--- config.mk ---
export PLATFORM = sky130hd
export DESIGN_NAME = restore_ctrl
export DESIGN_NICKNAME = d
export VERILOG_FILES = /design/src/rtl/restore_ctrl.sv
export SDC_FILE = /design/constraint.sdc
export NUM_CORES = 1
export LEC_CHECK = 0
export BUFFER_PORTS_ARGS = -buffer_cell sky130_fd_sc_hd__buf_2
export CORE_MARGIN = 2
export CORE_UTILIZATION = 49
export CTS_CLUSTER_SIZE = 28
export DETAILED_ROUTE_END_ITERATION = 16
export HOLD_SLACK_MARGIN = 0.08
export PLACE_DENSITY = 0.81
export SYNTH_ARGS = -nofsm -noshare
export SYNTH_HDL_FRONTEND = slang
export SYNTH_SLANG_ARGS = --single-unit
--- constraint.sdc ---
create_clock -name Clk -period 2.7 [get_ports Clk]
set_clock_uncertainty 0.2 [all_clocks]
set_input_delay 0.27 -clock Clk [delete_from_list [all_inputs] [get_ports Clk]]
set_output_delay 0.27 -clock Clk [all_outputs]
set_load 0.1 [all_outputs]
--- src/rtl/restore_ctrl.sv ---
// Power-on restore sequencer: pops {value,addr} backup entries and writes them back to the wrappers.
// Optional RESTORE_SKIP_DUP_EN: drop later entries whose address was already restored this session.
module restore_ctrl #(
  parameter int K = 10,
  parameter int N = 32,
  parameter int C = 8,
  localparam int LOG2_K = $clog2(K)
) (
  input  logic                Clk,
  input  logic                Rst,
  input  logic                Pwr_off,
  input  logic                Start_Restore,
  input  logic                IsEmpty_Buffer,
  input  logic [N+LOG2_K-1:0] PopVal_Buffer,
  output logic                PopEn_Buffer,
  output logic [N-1:0]        Restore_Vin_IC_Reg_Wrapper,
  output logic [K-1:0]        Restore_Ens_IC_Reg_Wrapper,
  output logic                Restore_Busy,
  output logic                Restore_Done,
  output logic                Restore_Err,
  output logic [C-1:0]        Restore_Cnt
);

  typedef enum logic [2:0] {
    IDLE,
    CHECK,
    POP,
    LATCH,
    WRITE,
    DONE
  } state_t;

  state_t state_q;
  state_t state_d;

  logic [N-1:0]      data_q;
  logic [LOG2_K-1:0] addr_q;
  logic              err_q;
  logic [C-1:0]      cnt_q;

  logic              clr;
  logic              start_ok;
  logic              addr_ok;
  logic              dup;
  logic              wr_en;
  logic [K-1:0]      sel;

  assign clr      = Rst | Pwr_off;
  assign start_ok = (state_q == IDLE) && Start_Restore;
  assign addr_ok  = int'(addr_q) < K;
  assign sel      = {{(K-1){1'b0}}, 1'b1} << addr_q;

`ifdef RESTORE_SKIP_DUP_EN
  logic [K-1:0] mask_q;

  assign dup = |(mask_q & sel);

  always_ff @(posedge Clk) begin
    if (clr) begin
      mask_q <= '0;
    end else if (start_ok) begin
      mask_q <= '0;
    end else if (wr_en) begin
      mask_q <= mask_q | sel;
    end
  end
`else
  assign dup = 1'b0;
`endif

  assign wr_en = (state_q == WRITE) && addr_ok && !dup;

  always_ff @(posedge Clk) begin
    if (clr) begin
      state_q <= IDLE;
    end else begin
      state_q <= state_d;
    end
  end

  always_comb begin
    state_d = state_q;
    unique case (state_q)
      IDLE:  if (Start_Restore) state_d = CHECK;
      CHECK: state_d = IsEmpty_Buffer ? DONE : POP;
      POP:   state_d = LATCH;
      LATCH: state_d = WRITE;
      WRITE: state_d = CHECK;
      DONE:  state_d = IDLE;
      default: state_d = IDLE;
    endcase
  end

  // Popped entry is valid during LATCH, one cycle after the pop strobe
  always_ff @(posedge Clk) begin
    if (clr) begin
      data_q <= '0;
      addr_q <= '0;
    end else if (state_q == LATCH) begin
      data_q <= PopVal_Buffer[LOG2_K +: N];
      addr_q <= PopVal_Buffer[LOG2_K-1:0];
    end
  end

  always_ff @(posedge Clk) begin
    if (clr) begin
      err_q <= 1'b0;
      cnt_q <= '0;
    end else if (start_ok) begin
      err_q <= 1'b0;
      cnt_q <= '0;
    end else begin
      if ((state_q == WRITE) && !addr_ok) begin
        err_q <= 1'b1;
      end
      if (wr_en && (cnt_q != {C{1'b1}})) begin
        cnt_q <= cnt_q + 1'b1;
      end
    end
  end

  assign PopEn_Buffer               = (state_q == POP);
  assign Restore_Vin_IC_Reg_Wrapper = data_q;
  assign Restore_Ens_IC_Reg_Wrapper = wr_en ? sel : '0;
  assign Restore_Busy               = (state_q != IDLE);
  assign Restore_Done               = (state_q == DONE);
  assign Restore_Err                = err_q;
  assign Restore_Cnt                = cnt_q;

endmodule

==> results of run 1 <==
## what timing repair did
action	4_1_cts	5_1_grt
buffers inserted	0	0
endpoints found under the hold margin	36	0
hold buffers	36	0
setup endpoints to repair	0	6
gates resized for setup	0	6
## layer usage
metal | share of wire [%] | global-route usage [%] | vias to the layer above
met3 | 5.3 | 5.83 | 11
li1 | - | - | 1093
met1 | 40 | 27.4 | 975
met4 | 1.6 | 9.69 | 0
met5 | 0 | 0 | -
met2 | 54 | 42.2 | 72
## final timing paths
path | startpoint | end | slack (ns) | cells past startpoint
min reg2reg | Restore_Vin_IC_Reg_Wrapper[21] | Restore_Vin_IC_Reg_Wrapper[21] | 0.26 | 2
min | IsEmpty_Buffer | state_q[2] | 0.12 | 3
max reg2reg | state_q[2] | Restore_Cnt[4] | 0.85 | 4
max | state_q[2] | Restore_Ens_IC_Reg_Wrapper[0] | 0.15 | 4
## synth_stat cells (3+ instances only)
cell,count
nand2_1,80
dfxtp_1,48
a21oi_1,39
nor2_1,21
clkbuf_1,13
mux2i_1,4
nand3_1,4
nor3_1,4
inv_1,3
nand4_1,3
nor3b_1,3
## logic make-up (layout without fill, tap and decap cells)
family | Yosys count | in the layout | share of synthesized area [%]
flops | 48 | 48 | 48.4
compound gates | 49 | 49 | 13.8
fa+ha+maj | 1 | 1 | 0.630
buf+inv | 19 | 144 | 4.41
mux | 5 | 5 | 2.59
simple gates | 130 | 130 | 29.7
xor+xnor | 1 | 1 | 0.441
## registers in the layout (all words and copies together) (netlist names)
name / cells
Restore_Vin_IC_Reg_Wrapper: 32
state_q: 3
Restore_Cnt: 8
addr_q: 4
Restore_Err: 1
## per-stage QoR
stage | hold WS, ns | worst slack, ns | TNS (ns) | std cells
finish | 0.121 | 0.154 | 0 | 428
global route | 0.122 | 0.0701 | 0 | 428
CTS | 0.108 | 0.0664 | 0 | 428
detailed placement | 0.244 | 0.404 | 0 | 384
global placement | 0.238 | 0.442 | 0 | 384
floorplan | 0.206 | -0.451 | -0.796 | 253
## worst min-delay path, stage by stage
cell     delay (ns)
buf_2          0.11
nor2_1         0.13
nor3b_1        0.07
## power by group through the flow
stage               Combinational [uW]  Clock (uW)  Sequential [uW]
CTS                                109         447              711
global route                       118         473              712
finish                             112         438              712
detailed placement                68.6           0              728
floorplan                         35.7           0              729
global placement                  68.5           0              728
## layout make-up
class / count / area [sq um] / area share, %
multi-input combinational: 186 / 993 / 32.6
sequential: 48 / 961 / 31.5
timing repair buffer: 133 / 926 / 30.4
clock buffer: 7 / 86.3 / 2.83
tap: 50 / 62.6 / 2.05
inverter: 3 / 11.3 / 0.369
clock inverter: 1 / 7.51 / 0.246
==> impl_metrics.ini, run 1 <==
[run_status]
outcome = completed

[clocking]
root_buffer = clkbuf_8
clk_latency_ns = 0.29
cts_max_level = 2
numCtsBuffers = 5
cts_tree = yes
cts_buffer_depth = 2
path_clk_slew_ns = 0.08
clock-sinks = 48

[floorplan]
core_sq_um = 3940
dieArea_sq_um = 4580
start_util_pct = 50.3
rows = 23
io_pins = 95
dieWidth_um = 67.6
die_y_um = 67.6

[worst_setup_path]
slowest_stage = or3b_4
crit_chain = or3b_4 > or3_1 > nor3_4 > buf_12
cpPeakStageDelay_ns = 0.47
crit_family = simple AND/OR/NAND/NOR gates
startpoint_type = register
cp_data_required_time_ns = 2.23
crit_path_max_fanout = 9
critPathKind = register to output port
cp_num_buf_inv = 1
crit_path_end_kind = output port
crit_arrival_ns = 2.08

[detailed_routing]
vias_per_cell = 5.03
drt_iter0_markers = 154
dr.pass1.iters = 4
num_vias = 2151
wl_per_cell_um = 13.1
drt-total-wl_mm = 5.60
postRouteAntennaNets = 0
drc_errors = 0

[global_routing]
grt_pass1_wl_mm = 8.22
grt_usage_pct = 23.9
grt-ovfl-total = 0
antenna_found_initial = 0
first_global_vias = 1844
grt_max_degree = 37

[logic_synthesis]
synth_area_sq_um = 1980
syn_inst = 253
ys_types = 36
synth.top_cell.area_share_pct = 48.4
ys.flop_type = dfxtp_1
ys_top_cells_by_area = dfxtp_1 (48%), nand2_1 (15%), a21oi_1 (9.8%)
synth_warnings = 0
avgSynthCellArea_sq_um = 7.84
yosysTopAreaCell = dfxtp_1
synth_edf_count = 0
yosys_register_bits = 48
synthArstFlopShare_pct = 0
syn_nets = 295
yosysSeqAreaShare_pct = 48.4

[final_layout]
fill_cells = 269
diodes = 0
layout_common_cells = buf_2 (85), nand2_1 (80), dfxtp_1 (48)
fin_util_pct = 77.3
stdcell_area_sq_um = 3050
drive_gt1_share_pct = 32.0
finalNetCount = 419
final_common_cell = buf_2
area_delta_synth_final_pct = 53.6

[sta]
hold_viol_final = 0
max_slew.worst_pin.slew_ns = 0.515
maxSlewHeadroom_pct = 65.9
period_share_pct = 94.3
slew_violations = 0
setup_viol = 0
rsz0062_at_grt = no
timing.fmax_mhz = 393
post-route-min-period_ns = 2.55

[power]
p_sw_share_pct = 22.3
p_clk_share_pct = 34.7
p_comb_share_pct = 8.9
p_int_uw = 981
power.density_nw_per_um2 = 414
switching_power_uw = 281
peakVddDrop_mv = 0.379
p_leak_uw = 0.00125
p_total_uw = 1260
seqPwrFrac_pct = 56.4

[hold_path]
hp-class = input pin to register

[place]
place_congestion = 0.846
numPortBuffers = 94
dpl_cell_area_sq_um = 2580
place.detailed.hpwl_mm = 3.42

[job]
max_cap_violations = 0
No activity file was read; power rests on OpenSTA's default activity.
==> run 2, diff against run 1 <==
--- a/config.mk
+++ b/config.mk
@@ -7,11 +7,11 @@
 export LEC_CHECK = 0
 export BUFFER_PORTS_ARGS = -buffer_cell sky130_fd_sc_hd__buf_2
 export CORE_MARGIN = 2
-export CORE_UTILIZATION = 49
+export CORE_UTILIZATION = 41
 export CTS_CLUSTER_SIZE = 28
 export DETAILED_ROUTE_END_ITERATION = 16
 export HOLD_SLACK_MARGIN = 0.08
-export PLACE_DENSITY = 0.81
+export PLACE_DENSITY = 0.72
 export SYNTH_ARGS = -nofsm -noshare
 export SYNTH_HDL_FRONTEND = slang
 export SYNTH_SLANG_ARGS = --single-unit
==> constraint.sdc (replaced) <==
create_clock -name Clk -period 2.3 [get_ports Clk]
set_clock_uncertainty 0.2 [all_clocks]
set_input_delay 0.23 -clock Clk [delete_from_list [all_inputs] [get_ports Clk]]
set_output_delay 0.23 -clock Clk [all_outputs]
set_load 0.1 [all_outputs]
==> run 2 against run 1 <==
Effect of this change:
- largest power group unchanged
- highest routed layer unchanged
- first-iteration DRC count shrank 27%
- worst setup slack lost 0.11 ns
- die area grew 18%
==> impl_metrics.ini, run 2 (synthesis gave the netlist of run 1 again) <==
[floorplan]
io_pins = 95
dieWidth_um = 73.6
rows = 25
core_sq_um = 4690
die_y_um = 73.6
dieArea_sq_um = 5410
start_util_pct = 42.3

[sta]
period_share_pct = 98.2
timing.fmax_mhz = 443
setup_viol = 0
post-route-min-period_ns = 2.26
rsz0062_at_grt = yes
slew_violations = 0
maxSlewHeadroom_pct = 64.4
hold_viol_final = 0
tns_ns = 0
max_slew.worst_pin.slew_ns = 0.533

[detailed_routing]
drt_iter0_markers = 112
dr.pass1.iters = 4
drt-total-wl_mm = 5.23
drc_errors = 0
num_vias = 2152
vias_per_cell = 4.91
wl_per_cell_um = 11.9
postRouteAntennaNets = 0

[worst_setup_path]
critPathKind = register to output port
crit_arrival_ns = 1.83
crit_path_max_fanout = 9
cp_data_required_time_ns = 1.87
startpoint_type = register
crit_path_end_kind = output port

[global_routing]
antenna_found_initial = 0
grt_max_degree = 40
grt_usage_pct = 20.2
first_global_vias = 2006
grt-ovfl-total = 0
grt_pass1_wl_mm = 8.63

[place]
place_congestion = 0.739
dpl_cell_area_sq_um = 2720
numPortBuffers = 94
post-place-cells = 393
place.detailed.hpwl_mm = 3.46

[final_layout]
area_delta_synth_final_pct = 61.2
final_common_cell = buf_2
finalNetCount = 425
largest_register_ffs = 32
stdcell_area_sq_um = 3200
stdcell_count = 438
layout_common_cells = buf_2 (84), nand2_1 (78), dfxtp_1 (44)
drive_gt1_share_pct = 34.4
diodes = 0

[clocking]
clk_latency_ns = 0.29
cts_max_level = 2
numCtsBuffers = 5
path_clk_slew_ns = 0.08
cts_tree = yes
cts_setup_buffers = 0
cts_buffer_depth = 2
root_buffer = clkbuf_8
clock-sinks = 48

[job]
max_cap_violations = 0

[power]
power.density_nw_per_um2 = 461
p_comb_share_pct = 9.3
seqPwrFrac_pct = 56.5
peakVddDrop_mv = 0.359
p_clk_share_pct = 34.3
p_int_uw = 1150
p_leak_uw = 0.00131
p_sw_share_pct = 22.1
switching_power_uw = 325

[hold_path]
hp-class = input pin to register

[run_status]
outcome = completed
run 2: what timing repair did:
item	4_1_cts	5_1_grt
gates resized for setup	5	3
setup endpoints to repair	10	7
hold buffers	37	0
endpoints found under the hold margin	37	0
pin swaps	0	1
run 2: worst max-delay path, stage by stage (launching register included):
cell and delay (ns):
dfxtp_4 0.39, or3b_4 0.39, or3_4 0.37, nor2_1 0.19
buf_12 0.20
run 2: power by group through the flow:
stage          sequential, uW  combinational [uW]  clock [uW]
2_1_floorplan             855                43.3           0
3_3_place_gp              854                85.6           0
3_5_place_dp              854                85.8           0
4_1_cts                   832                 134         526
5_1_grt                   833                 147         551
6_report                  832                 137         505
run 2: final timing paths:
check / start / endpoint / slack (ns) / cells after the start
setup / recovery: state_q[2] / Restore_Ens_IC_Reg_Wrapper[1] / 0.04 / 4
hold / removal: Start_Restore / state_q[0] / 0.14 / 4
setup reg to reg: addr_q[1] / Restore_Cnt[4] / 0.41 / 4
hold reg to reg: Restore_Vin_IC_Reg_Wrapper[7] / Restore_Vin_IC_Reg_Wrapper[7] / 0.25 / 2
run 2: final cells by class:
type                    count  area [sq um]
clock buffers               6          82.6
clock inverters             2          10.0
fillers                   388          1490
inverters                   3          11.3
multi-input cells         186          1030
flip-flops and latches     48           971
well taps                  54          67.6
repair buffers            139          1030
run 2: routing by layer:
metal / vias to the layer above / track usage [%] / wire, um
li1: 1100 / - / -
met1: 979 / 23.5 / 2180
met2: 71 / 36.8 / 2670
met3: 2 / 3.98 / 333
met4: 0 / 6.67 / 41
met5: - / 0 / 0
run 2: through the flow:
stage	hold slack, ns	util, %	setup WS [ns]	total power, uW
6_report	0.143	68.2	0.0419	1470
3_3_place_gp	0.238	57.9	0.255	939
4_1_cts	0.129	68.0	0.00324	1490
5_1_grt	0.150	68.2	-0.0325	1530
2_1_floorplan	0.166	-	-0.689	899
3_5_place_dp	0.245	57.9	0.218	940
